<file path="src/rtl/ctrl_pkg.sv">
// Shared definitions for the multicycle MIPS-subset controller: state
// encoding, instruction field constants and datapath select encodings.
package ctrl_pkg;

    // Controller states; FETCH is the reset state.
    typedef enum logic [3:0] {
        ST_FETCH     = 4'd0,
        ST_DECODE    = 4'd1,
        ST_MEM_ADDR  = 4'd2,
        ST_MEM_READ  = 4'd3,
        ST_MEM_WB    = 4'd4,
        ST_MEM_WRITE = 4'd5,
        ST_R_EXEC    = 4'd6,
        ST_R_WB      = 4'd7,
        ST_I_EXEC    = 4'd8,
        ST_I_WB      = 4'd9,
        ST_BRANCH    = 4'd10,
        ST_JUMP      = 4'd11,
        ST_JR        = 4'd12,
        ST_JAL       = 4'd13,
        ST_ILLEGAL   = 4'd14
    } state_e;

    // Opcodes, instr[31:26]
    localparam logic [5:0] OP_RTYPE = 6'b000000;
    localparam logic [5:0] OP_LW    = 6'b100011;
    localparam logic [5:0] OP_SW    = 6'b101011;
    localparam logic [5:0] OP_ADDI  = 6'b001000;
    localparam logic [5:0] OP_XORI  = 6'b001110;
    localparam logic [5:0] OP_BNE   = 6'b000101;
    localparam logic [5:0] OP_J     = 6'b000010;
    localparam logic [5:0] OP_JAL   = 6'b000011;

    // R-type function codes, instr[5:0]
    localparam logic [5:0] FN_ADD = 6'b100000;
    localparam logic [5:0] FN_SUB = 6'b100010;
    localparam logic [5:0] FN_SLT = 6'b101010;
    localparam logic [5:0] FN_JR  = 6'b001000;

    // ALU commands
    localparam logic [2:0] ALU_ADD = 3'b000;
    localparam logic [2:0] ALU_SUB = 3'b001;
    localparam logic [2:0] ALU_XOR = 3'b010;
    localparam logic [2:0] ALU_SLT = 3'b011;

    // Register-file destination select
    localparam logic [1:0] DST_RD = 2'b00;
    localparam logic [1:0] DST_RT = 2'b01;
    localparam logic [1:0] DST_RA = 2'b10;

    // ALU B-operand select
    localparam logic [1:0] SRCB_FOUR    = 2'b00;
    localparam logic [1:0] SRCB_B       = 2'b01;
    localparam logic [1:0] SRCB_IMM     = 2'b10;
    localparam logic [1:0] SRCB_IMM_SH2 = 2'b11;

    // PC source select
    localparam logic [1:0] PCSRC_ALU    = 2'b00;
    localparam logic [1:0] PCSRC_ALUOUT = 2'b01;
    localparam logic [1:0] PCSRC_JUMP   = 2'b10;
    localparam logic [1:0] PCSRC_A      = 2'b11;

    // Register write-data select
    localparam logic [1:0] DW_ALUOUT = 2'b00;
    localparam logic [1:0] DW_MEM    = 2'b01;
    localparam logic [1:0] DW_PC     = 2'b10;

    // All state-decoded controls in one bundle so a state's defaults are a
    // single '0 assignment.
    typedef struct packed {
        logic       ir_we;
        logic       reg_we;
        logic [1:0] reg_dst;
        logic       alu_src_a;
        logic [1:0] alu_src_b;
        logic [2:0] alu_cmd;
        logic       pc_we;
        logic [1:0] pc_src;
        logic       iord;
        logic       mem_we;
        logic [1:0] dw_sel;
    } ctrl_out_t;

    // ALU command for an I-type arithmetic opcode.
    function automatic logic [2:0] imm_alu_cmd(input logic [5:0] opcode);
        return (opcode == OP_XORI) ? ALU_XOR : ALU_ADD;
    endfunction

endpackage

</file>
<file path="src/rtl/multicycle_control_if.sv">
// Controller <-> datapath bundle: instruction fields and ALU flag in,
// state-decoded datapath controls out.
interface multicycle_control_if;

    logic [5:0] opcode;
    logic [5:0] funct;
    logic       zero;

    logic       ir_we;
    logic       reg_we;
    logic [1:0] reg_dst;
    logic       alu_src_a;
    logic [1:0] alu_src_b;
    logic [2:0] alu_cmd;
    logic       pc_we;
    logic [1:0] pc_src;
    logic       iord;
    logic       mem_we;
    logic [1:0] dw_sel;
    logic       illegal;

    // Controller side
    modport master (
        input  opcode, funct, zero,
        output ir_we, reg_we, reg_dst, alu_src_a, alu_src_b, alu_cmd,
               pc_we, pc_src, iord, mem_we, dw_sel, illegal
    );

    // Datapath side
    modport slave (
        output opcode, funct, zero,
        input  ir_we, reg_we, reg_dst, alu_src_a, alu_src_b, alu_cmd,
               pc_we, pc_src, iord, mem_we, dw_sel, illegal
    );

endinterface

</file>
<file path="src/rtl/multicycle_control_alu_cmd_decode.sv">
// R-type funct to ALU command mapping; also flags which functs are
// supported arithmetic operations.
module alu_cmd_decode
    import ctrl_pkg::*;
(
    input  logic [5:0] funct_i,
    output logic [2:0] alu_cmd_o,
    output logic       arith_o
);

    // Map supported arithmetic functs; anything else reads as ADD, not arith.
    always_comb begin
        // NOTE: defaults first so every path assigns every output -- no latch.
        alu_cmd_o = ALU_ADD;
        arith_o   = 1'b0;
        case (funct_i)
            FN_ADD: begin alu_cmd_o = ALU_ADD; arith_o = 1'b1; end
            FN_SUB: begin alu_cmd_o = ALU_SUB; arith_o = 1'b1; end
            FN_SLT: begin alu_cmd_o = ALU_SLT; arith_o = 1'b1; end
            default: ;
        endcase
    end

endmodule

</file>
<file path="src/rtl/multicycle_control.sv">
// Multicycle MIPS-subset controller: Moore FSM driving a shared-memory
// datapath (FETCH, DECODE, then per-class execute/write-back states).
// Optional build macro CTRL_ILLEGAL_TRAP_EN: when defined, ILLEGAL is a
// terminal state left only by reset; otherwise it is a one-cycle NOP that
// sets the sticky illegal flag.
module multicycle_control
    import ctrl_pkg::*;
(
    input  logic                  clk,
    input  logic                  reset_n,
    multicycle_control_if.master  bus
);

    state_e     state_q, state_d;
    logic [2:0] exec_cmd_q, exec_cmd_d;
    logic       illegal_q, illegal_d;

    logic [2:0] funct_cmd;
    logic       funct_arith;
    ctrl_out_t  ctl;

    alu_cmd_decode u_alu_cmd_decode (
        .funct_i   (bus.funct),
        .alu_cmd_o (funct_cmd),
        .arith_o   (funct_arith)
    );

    // Next-state logic; opcode/funct are only looked at in DECODE and MEM_ADDR.
    always_comb begin
        state_d = state_q;
        case (state_q)
            ST_FETCH:  state_d = ST_DECODE;
            ST_DECODE: begin
                case (bus.opcode)
                    OP_LW, OP_SW:     state_d = ST_MEM_ADDR;
                    OP_RTYPE: begin
                        if (funct_arith)             state_d = ST_R_EXEC;
                        else if (bus.funct == FN_JR) state_d = ST_JR;
                        else                         state_d = ST_ILLEGAL;
                    end
                    OP_ADDI, OP_XORI: state_d = ST_I_EXEC;
                    OP_BNE:           state_d = ST_BRANCH;
                    OP_J:             state_d = ST_JUMP;
                    OP_JAL:           state_d = ST_JAL;
                    default:          state_d = ST_ILLEGAL;
                endcase
            end
            ST_MEM_ADDR: state_d = (bus.opcode == OP_SW) ? ST_MEM_WRITE : ST_MEM_READ;
            ST_MEM_READ: state_d = ST_MEM_WB;
            ST_R_EXEC:   state_d = ST_R_WB;
            ST_I_EXEC:   state_d = ST_I_WB;
            ST_MEM_WB, ST_MEM_WRITE, ST_R_WB, ST_I_WB,
            ST_BRANCH, ST_JUMP, ST_JR, ST_JAL:
                         state_d = ST_FETCH;
            ST_ILLEGAL: begin
`ifdef CTRL_ILLEGAL_TRAP_EN
                state_d = ST_ILLEGAL;
`else
                state_d = ST_FETCH;
`endif
            end
            default:     state_d = ST_FETCH;
        endcase
    end

    // Latch the execute-stage ALU command in DECODE so the execute states stay
    // Moore outputs even though the instruction fields are not re-sampled.
    always_comb begin
        exec_cmd_d = exec_cmd_q;
        if (state_q == ST_DECODE) begin
            exec_cmd_d = (bus.opcode == OP_RTYPE) ? funct_cmd : imm_alu_cmd(bus.opcode);
        end
    end

    // Sticky illegal flag, set on entry to ILLEGAL and cleared only by reset.
    always_comb begin
        illegal_d = illegal_q | (state_d == ST_ILLEGAL);
    end

    // State registers with synchronous active-low reset.
    always_ff @(posedge clk) begin
        // NOTE: non-blocking assignments for all state so every register
        // samples the pre-edge value of its inputs.
        if (!reset_n) begin
            state_q    <= ST_FETCH;
            exec_cmd_q <= ALU_ADD;
            illegal_q  <= 1'b0;
        end else begin
            state_q    <= state_d;
            exec_cmd_q <= exec_cmd_d;
            illegal_q  <= illegal_d;
        end
    end

    // State decode of the datapath controls; only BRANCH looks at an input.
    always_comb begin
        ctl = '0;
        case (state_q)
            ST_FETCH: begin
                ctl.ir_we     = 1'b1;
                ctl.pc_we     = 1'b1;
                ctl.iord      = 1'b0;
                ctl.alu_src_a = 1'b0;
                ctl.alu_src_b = SRCB_FOUR;
                ctl.alu_cmd   = ALU_ADD;
                ctl.pc_src    = PCSRC_ALU;
            end
            ST_DECODE: begin
                // Branch target precomputed into ALUOut.
                ctl.alu_src_a = 1'b0;
                ctl.alu_src_b = SRCB_IMM_SH2;
                ctl.alu_cmd   = ALU_ADD;
            end
            ST_MEM_ADDR: begin
                ctl.alu_src_a = 1'b1;
                ctl.alu_src_b = SRCB_IMM;
                ctl.alu_cmd   = ALU_ADD;
            end
            ST_MEM_READ: begin
                ctl.iord = 1'b1;
            end
            ST_MEM_WB: begin
                ctl.reg_we  = 1'b1;
                ctl.reg_dst = DST_RT;
                ctl.dw_sel  = DW_MEM;
            end
            ST_MEM_WRITE: begin
                ctl.iord   = 1'b1;
                ctl.mem_we = 1'b1;
            end
            ST_R_EXEC: begin
                ctl.alu_src_a = 1'b1;
                ctl.alu_src_b = SRCB_B;
                ctl.alu_cmd   = exec_cmd_q;
            end
            ST_R_WB: begin
                ctl.reg_we  = 1'b1;
                ctl.reg_dst = DST_RD;
                ctl.dw_sel  = DW_ALUOUT;
            end
            ST_I_EXEC: begin
                ctl.alu_src_a = 1'b1;
                ctl.alu_src_b = SRCB_IMM;
                ctl.alu_cmd   = exec_cmd_q;
            end
            ST_I_WB: begin
                ctl.reg_we  = 1'b1;
                ctl.reg_dst = DST_RT;
                ctl.dw_sel  = DW_ALUOUT;
            end
            ST_BRANCH: begin
                // BNE: take the ALUOut target when A != B.
                ctl.alu_src_a = 1'b1;
                ctl.alu_src_b = SRCB_B;
                ctl.alu_cmd   = ALU_SUB;
                ctl.pc_src    = PCSRC_ALUOUT;
                ctl.pc_we     = ~bus.zero;
            end
            ST_JUMP: begin
                ctl.pc_we  = 1'b1;
                ctl.pc_src = PCSRC_JUMP;
            end
            ST_JR: begin
                ctl.pc_we  = 1'b1;
                ctl.pc_src = PCSRC_A;
            end
            ST_JAL: begin
                // Link write sees the PC before this cycle's update.
                ctl.pc_we   = 1'b1;
                ctl.pc_src  = PCSRC_JUMP;
                ctl.reg_we  = 1'b1;
                ctl.reg_dst = DST_RA;
                ctl.dw_sel  = DW_PC;
            end
            default: ;
        endcase
    end

    // Drive the bundle; write enables are forced low while reset is held.
    always_comb begin
        bus.ir_we     = ctl.ir_we  & reset_n;
        bus.reg_we    = ctl.reg_we & reset_n;
        bus.pc_we     = ctl.pc_we  & reset_n;
        bus.mem_we    = ctl.mem_we & reset_n;
        bus.reg_dst   = ctl.reg_dst;
        bus.alu_src_a = ctl.alu_src_a;
        bus.alu_src_b = ctl.alu_src_b;
        bus.alu_cmd   = ctl.alu_cmd;
        bus.pc_src    = ctl.pc_src;
        bus.iord      = ctl.iord;
        bus.dw_sel    = ctl.dw_sel;
        bus.illegal   = illegal_q;
    end

endmodule

</file>
<file path="src/flat_wrapper.sv">
// flat-port wrapper written by rule: the top's interface ports become plain ports
module multicycle_control_flat import ctrl_pkg::*;
  (clk, reset_n, bus_opcode, bus_funct, bus_zero, bus_ir_we, bus_reg_we, bus_reg_dst, bus_alu_src_a, bus_alu_src_b, bus_alu_cmd, bus_pc_we, bus_pc_src, bus_iord, bus_mem_we, bus_dw_sel, bus_illegal);
  multicycle_control_if bus_i ();
  input  logic clk;
  input  logic reset_n;
  input wire logic [$bits(bus_i.opcode)-1:0] bus_opcode;
  input wire logic [$bits(bus_i.funct)-1:0] bus_funct;
  input wire logic [$bits(bus_i.zero)-1:0] bus_zero;
  output wire logic [$bits(bus_i.ir_we)-1:0] bus_ir_we;
  output wire logic [$bits(bus_i.reg_we)-1:0] bus_reg_we;
  output wire logic [$bits(bus_i.reg_dst)-1:0] bus_reg_dst;
  output wire logic [$bits(bus_i.alu_src_a)-1:0] bus_alu_src_a;
  output wire logic [$bits(bus_i.alu_src_b)-1:0] bus_alu_src_b;
  output wire logic [$bits(bus_i.alu_cmd)-1:0] bus_alu_cmd;
  output wire logic [$bits(bus_i.pc_we)-1:0] bus_pc_we;
  output wire logic [$bits(bus_i.pc_src)-1:0] bus_pc_src;
  output wire logic [$bits(bus_i.iord)-1:0] bus_iord;
  output wire logic [$bits(bus_i.mem_we)-1:0] bus_mem_we;
  output wire logic [$bits(bus_i.dw_sel)-1:0] bus_dw_sel;
  output wire logic [$bits(bus_i.illegal)-1:0] bus_illegal;
  assign bus_i.opcode = bus_opcode;
  assign bus_i.funct = bus_funct;
  assign bus_i.zero = bus_zero;
  assign bus_ir_we = bus_i.ir_we;
  assign bus_reg_we = bus_i.reg_we;
  assign bus_reg_dst = bus_i.reg_dst;
  assign bus_alu_src_a = bus_i.alu_src_a;
  assign bus_alu_src_b = bus_i.alu_src_b;
  assign bus_alu_cmd = bus_i.alu_cmd;
  assign bus_pc_we = bus_i.pc_we;
  assign bus_pc_src = bus_i.pc_src;
  assign bus_iord = bus_i.iord;
  assign bus_mem_we = bus_i.mem_we;
  assign bus_dw_sel = bus_i.dw_sel;
  assign bus_illegal = bus_i.illegal;
  multicycle_control u_core (.clk(clk), .reset_n(reset_n), .bus(bus_i));
endmodule
</file>
<file path="config.mk">
export PLATFORM = sky130hd
export DESIGN_NAME = multicycle_control_flat
export DESIGN_NICKNAME = d
export VERILOG_FILES = /design/src/rtl/ctrl_pkg.sv /design/src/rtl/multicycle_control_if.sv /design/src/rtl/multicycle_control_alu_cmd_decode.sv /design/src/rtl/multicycle_control.sv /design/src/flat_wrapper.sv
export SDC_FILE = /design/constraint.sdc
export NUM_CORES = 1
export LEC_CHECK = 0
export ABC_AREA = 0
export CAP_MARGIN = 0
export CELL_PAD_IN_SITES_DETAIL_PLACEMENT = 0
export CELL_PAD_IN_SITES_GLOBAL_PLACEMENT = 1
export CORE_AREA = 4 4 59 61
export DETAILED_ROUTE_END_ITERATION = 6
export DIE_AREA = 0 0 63 65
export PLACE_DENSITY_LB_ADDON = 0.1
export REMOVE_ABC_BUFFERS = 1
export SKIP_CTS_REPAIR_TIMING = 1
export SLEW_MARGIN = 20
export SYNTH_ARGS = -nofsm -noshare
export SYNTH_HDL_FRONTEND = slang
export SYNTH_SLANG_ARGS = --single-unit
</file>
<file path="constraint.sdc">
create_clock -name clk -period 2.3 [get_ports clk]
set_input_delay 0.23 -clock clk [delete_from_list [all_inputs] [get_ports clk]]
set_output_delay 0.23 -clock clk [all_outputs]
set_load 0.005 [all_outputs]
</file>
==> results.sh, run 1 <==
export IMPL_clock_path_buffers=2
export IMPL_finalSetupTns_ns=0
export IMPL_ioPinCount=33
export IMPL_layout_commonest_cell="clkdlybuf4s50_1"
export IMPL_finClkSkew_ns=0.0006302
export IMPL_synth_area_leader_cell="dfxtp_1"
export IMPL_arrival_ns=1.90
export IMPL_dieArea_um2=4095
export IMPL_core_area_um2=2978
export IMPL_finalCritPeriodShare_pct=92.82
export IMPL_pre_cts_ws_ns=0.2859
export IMPL_relSlewSlack_pct=65.83
export IMPL_die_y_um=65
export IMPL_drt_wl_total_mm=2.444
export IMPL_overflow=0
export IMPL_root_buffer="clkbuf_4"
export IMPL_critPathLaunchType="flip-flop"
export IMPL_initialDrtViolationCount=30
export IMPL_crit_path_end_kind="primary output"
export IMPL_p_sw_uw=314.4
export IMPL_drive_gt1_share_pct=8.108
export IMPL_ir_drop_mv=0.1531
export IMPL_yosys_warnings=0
export IMPL_hold_violations=0
export IMPL_synth_area_um2=825.8
export IMPL_comb_power_share_pct=60.9
export IMPL_synth_cell_types=42
export IMPL_syn_to_final_growth_pct=41.52
export IMPL_rsz0062_at_grt="false"
export IMPL_setup_worst_path_class="flip-flop to primary output"
export IMPL_fmax_mhz=468.4
export IMPL_clk_pin_slew_ns=0.05
export IMPL_clock_power_share_pct=13.3
export IMPL_cp_top_family="buffers and inverters"
export IMPL_p_seq_share_pct=25.8
export IMPL_cp_max_fo=11
export IMPL_required_ns=2.07
export IMPL_synth_area_top_cells="dfxtp_1, nor2_1, nand2_1, nor2b_1, o21ai_0"
export IMPL_tightestPinTransition_ns=0.5119
export IMPL_vias_per_cell=5.276
export IMPL_worst_slack_ns=0.1651
export IMPL_syn_inst=122
export IMPL_routedWlPerCell_um=13.50
export IMPL_firstDrtPassIters=2
export IMPL_ys_seq_area_share_pct=16.97
export IMPL_cellPowerDensity_nw_per_um2=682.5
export IMPL_drc=0
export IMPL_gp_congestion=0.8588
export IMPL_cts_buffers=3
export IMPL_intPower_uw=483.2
export IMPL_final_antenna_net_count=0
export IMPL_synth_seq_cells=7
export IMPL_yosysTopAreaCellShare_pct=16.97
export IMPL_cp_cell_sequence="nor2b_1 > and2_1 > o21ai_0 > a21oi_1 > clkdlybuf4s50_1"
export IMPL_whs_ns=0.4793
export IMPL_cts_sinks=7
export IMPL_vias=955
export IMPL_antenna_cells=0
export IMPL_start_util_pct=27.73
export IMPL_grt_max_degree=17
export IMPL_grtUsageTotal_pct=12.01
export IMPL_io_buffer_count=31
export IMPL_post_route_min_period_ns=2.135
export IMPL_antenna_found_initial=0
export IMPL_die_x_um=63
export IMPL_grt_pass1_wl_mm=4.043
export IMPL_hold_path_class="flip-flop to flip-flop"
export IMPL_avgSynthCellArea_um2=6.769
export IMPL_rows=20
export IMPL_outcome="completed"
export IMPL_swShare_pct=39.42
export IMPL_final_max_slew_violation_count=0
export IMPL_cts_max_level=1
export IMPL_clk_latency_ns=0.24
export IMPL_slowest_delay_ns=0.52
export IMPL_hpwl_mm=1.972
export IMPL_cts_tree="yes"
export IMPL_nNetsFinal=164
export IMPL_drv_cap=0
export IMPL_grt_pass1_vias=897
export IMPL_slowest_stage="clkdlybuf4s50_1"
export IMPL_timing_critical_path_buf_inv=1
export IMPL_setup_viol=0
export IMPL_final_cell_mix="clkdlybuf4s50_1, nor2_1, nand2_1"
export IMPL_p_leak_uw=0.0003988
export IMPL_fillerInstances=346
-- flip-flops by register name, summed over array words and instances, names as in the netlist --
signal,cells
u_core.state_q,4
u_core.exec_cmd_q,2
u_core.bus.illegal,1
-- cell type report --
cell class,count,area (µm²),share of cell area (%)
sequential,7,142.6,12.21
clock buffer,4,26.28,2.248
tap,33,41.29,3.533
timing repair buffer,35,340.3,29.12
inverter,1,3.754,0.3212
multi-input combinational,101,614.3,52.57
-- synthesized netlist by cell type, drive strengths merged --
master / count
nand3: 5
a21oi: 5
nand4bb: 1
o31ai: 1
nand4: 2
and2: 3
dfxtp: 7
o311a: 2
or3: 1
o21ai: 7
buf: 6
o311ai: 1
nand2: 10
nand3b: 1
xnor2: 2
nor2: 18
a211o: 1
nor3: 4
a21boi: 1
a31oi: 4
conb: 1
nand4b: 1
o22ai: 1
o21ba: 1
o21a: 3
nor2b: 6
nand2b: 4
and3: 2
and3b: 1
and2b: 2
mux2i: 1
nor4: 1
a311o: 1
nor4b: 2
a32oi: 1
clkbuf: 7
nor3b: 4
inv: 1
-- power by group through the flow --
stage	Clock, µW	Sequential (µW)	Combinational, µW
global placement	0	205	488
CTS	112	203	491
finish	106	206	485
detailed placement	0	205	490
global route	122	213	536
floorplan	0	211	243
-- cell families after synthesis --
logic type / count (synthesis) / synth area share [%]
simple gates: 68 / 46.36
compound gates: 29 / 24.24
buf+inv: 14 / 8.635
flops: 7 / 16.97
xor+xnor: 2 / 2.122
mux: 1 / 1.212
other cells: 1 / 0.4541
-- path summary, 6_finish.rpt --
path / slack, ns / startpoint / cells after the start / to
max: 0.17 / u_core.state_q[1]$_SDFF_PN0_ / 5 / bus_alu_cmd[0]
min: 0.48 / u_core.exec_cmd_q[0]$_SDFFE_PN0P_ / 2 / u_core.exec_cmd_q[0]$_SDFFE_PN0P_
max reg2reg: 0.40 / u_core.state_q[0]$_SDFF_PN0_ / 5 / u_core.bus.illegal$_SDFF_PN0_
min reg2reg: 0.48 / u_core.exec_cmd_q[0]$_SDFFE_PN0P_ / 2 / u_core.exec_cmd_q[0]$_SDFFE_PN0P_
-- worst register-to-register path: stages (launching register included) --
cell	delay, ns
dfxtp_1	0.63
nor4b_4	0.35
o311a_1	0.21
o21ai_1	0.09
or3_1	0.37
o31ai_2	0.17
-- metrics by stage --
step,utilization [%],total power [µW],instance area [µm²],std cells
CTS,39.16,805.8,1166,181
floorplan,-,454.1,758.2,109
finish,39.24,797.6,1169,181
detailed placement,38.28,694.9,1140,177
global placement,38.28,692.8,1140,177
global route,39.24,870.9,1169,181
-- layer usage --
layer  routed length (µm)  track usage [%]
met3                   90            1.040
met2                 1179            21.34
met1                 1166            14.98
met4                    8            4.408
met5                    0                0
Power figures use the tool's default switching activity.
==> run 2, diff against run 1 <==
- CORE_AREA: 4 4 59 61 -> 4 4 81 45
- DIE_AREA: 0 0 63 65 -> 0 0 85 49
==> run 2 against run 1 <==
Net effect: sequential power about the same; clock-buffer cell count unchanged; utilization up 1.7 points; combinational power about the same; maximum frequency down 1.9%; first-iteration DRC count down 20%; via count down 1.4%; global-route usage down 0.46 points; critical path depth unchanged; register-to-register slack better by 0.02 ns; clock power up 58%; sequential cell count unchanged.
==> results.sh, run 2 (synthesis results as in run 1) <==
export IMPL_outcome="completed"
export IMPL_drt_wl_total_mm=2.405
export IMPL_setup_worst_path_class="flip-flop to primary output"
export IMPL_critPathLaunchType="flip-flop"
export IMPL_grtUsageTotal_pct=11.55
export IMPL_rsz0062_at_grt="false"
export IMPL_die_y_um=49
export IMPL_post_route_min_period_ns=2.176
export IMPL_cts_sinks=7
export IMPL_total_power_uw=856.8
export IMPL_cts_buffers=3
export IMPL_hpwl_mm=1.885
export IMPL_arrival_ns=1.95
export IMPL_fmax_mhz=459.5
export IMPL_finalSetupTns_ns=0
export IMPL_initialDrtViolationCount=24
export IMPL_hold_violations=0
export IMPL_largest_register="u_core.state_q"
export IMPL_fillerInstances=321
export IMPL_clock_path_buffers=2
export IMPL_vias=942
export IMPL_cts_max_level=1
export IMPL_antenna_cells=0
export IMPL_rows=14
export IMPL_hold_path_class="flip-flop to flip-flop"
export IMPL_setup_viol=0
export IMPL_syn_to_final_growth_pct=45.15
export IMPL_root_buffer="clkbuf_8"
export IMPL_core_area_um2=2925
export IMPL_io_buffer_count=31
export IMPL_vias_per_cell=5.011
export IMPL_firstDrtPassIters=4
export IMPL_cp_max_fo=15
export IMPL_dieArea_um2=4165
export IMPL_die_x_um=85
export IMPL_p_leak_uw=0.0004060
export IMPL_drv_cap=0
export IMPL_cellPowerDensity_nw_per_um2=714.8
export IMPL_clk_pin_slew_ns=0.04
export IMPL_final_antenna_net_count=0
export IMPL_nNetsFinal=164
export IMPL_grt_pass1_wl_mm=3.919
export IMPL_start_util_pct=28.23
export IMPL_crit_path_end_kind="primary output"
export IMPL_ir_drop_mv=0.2691
export IMPL_drive_gt1_share_pct=8.784
export IMPL_grt_max_degree=20
export IMPL_largest_reg_flops=4
export IMPL_layout_commonest_cell="clkdlybuf4s50_1"
export IMPL_cts_tree="yes"
export IMPL_finalCritPeriodShare_pct=94.62
export IMPL_clk_latency_ns=0.22
export IMPL_final_max_slew_violation_count=0
export IMPL_gp_congestion=0.7252
export IMPL_grt_pass1_vias=852
export IMPL_whs_ns=0.4730
export IMPL_final_cell_mix="clkdlybuf4s50_1, nor2_1, nand2_1"
export IMPL_routedWlPerCell_um=12.79
export IMPL_drc=0
export IMPL_finClkSkew_ns=0.002401
export IMPL_ioPinCount=33
export IMPL_required_ns=2.07
export IMPL_overflow=0
export IMPL_antenna_found_initial=0
==> run 2: cell count changes in the layout (fill, tap and decap cells not counted) <==
cell / previous run / this run
clkbuf_4: 3 / 0
clkbuf_8: 0 / 3
nor2_1: 18 / 17
nor2_2: 0 / 1
==> run 2: layout make-up <==
cell class	count	area, µm²	area share [%]
clock buffers	4	45.04	3.758
inverters	1	3.754	0.3132
well taps	40	50.05	4.175
flip-flops and latches	7	142.6	11.90
repair buffers	35	340.3	28.39
multi-input cells	101	616.8	51.46
==> run 2: routing by layer <==
metal	wire, µm	share of wire (%)	vias to the layer above	GRT usage (%)
met5	0	0	-	0
met4	0	0	0	3.158
met3	152	6.3	0	2.867
met2	1040	43	31	17.91
met1	1212	50	425	15.81
li1	-	-	486	-
==> run 2: power by group <==
part	switching, µW	total (µW)	internal, µW
sequential	58.6	207	148
combinational	213	482	269
clock	48.7	168	119
total	320	857	537
==> run 2: worst paths after layout <==
path                                 start                             to  slack (ns)  depth (start not counted)
min          u_core.bus.illegal$_SDFF_PN0_  u_core.bus.illegal$_SDFF_PN0_        0.47                          2
max           u_core.state_q[3]$_SDFF_PN0_                     bus_reg_we        0.12                          5
min reg2reg  u_core.bus.illegal$_SDFF_PN0_  u_core.bus.illegal$_SDFF_PN0_        0.47                          2
max reg2reg   u_core.state_q[3]$_SDFF_PN0_  u_core.bus.illegal$_SDFF_PN0_        0.42                          6
==> run 2: per-stage QoR <==
step                      utilization (%)  instance area [µm²]  std cells  worst slack (ns)
after floorplan                         -                758.2        109            0.5499
after global placement              39.26                 1149        184            0.3258
after detailed placement            39.26                 1149        184            0.2952
after CTS                           40.80                 1194        188           0.09296
after global routing                40.98                 1199        188          0.006632
final                               40.98                 1199        188            0.1236
==> run 2: worst max-delay path, stage by stage (launching register included) <==
cell and delay [ns]:
dfxtp_1 0.58, nor2b_1 0.14, and2_1 0.21, o21a_1 0.19
o21a_1 0.16, clkdlybuf4s50_1 0.44
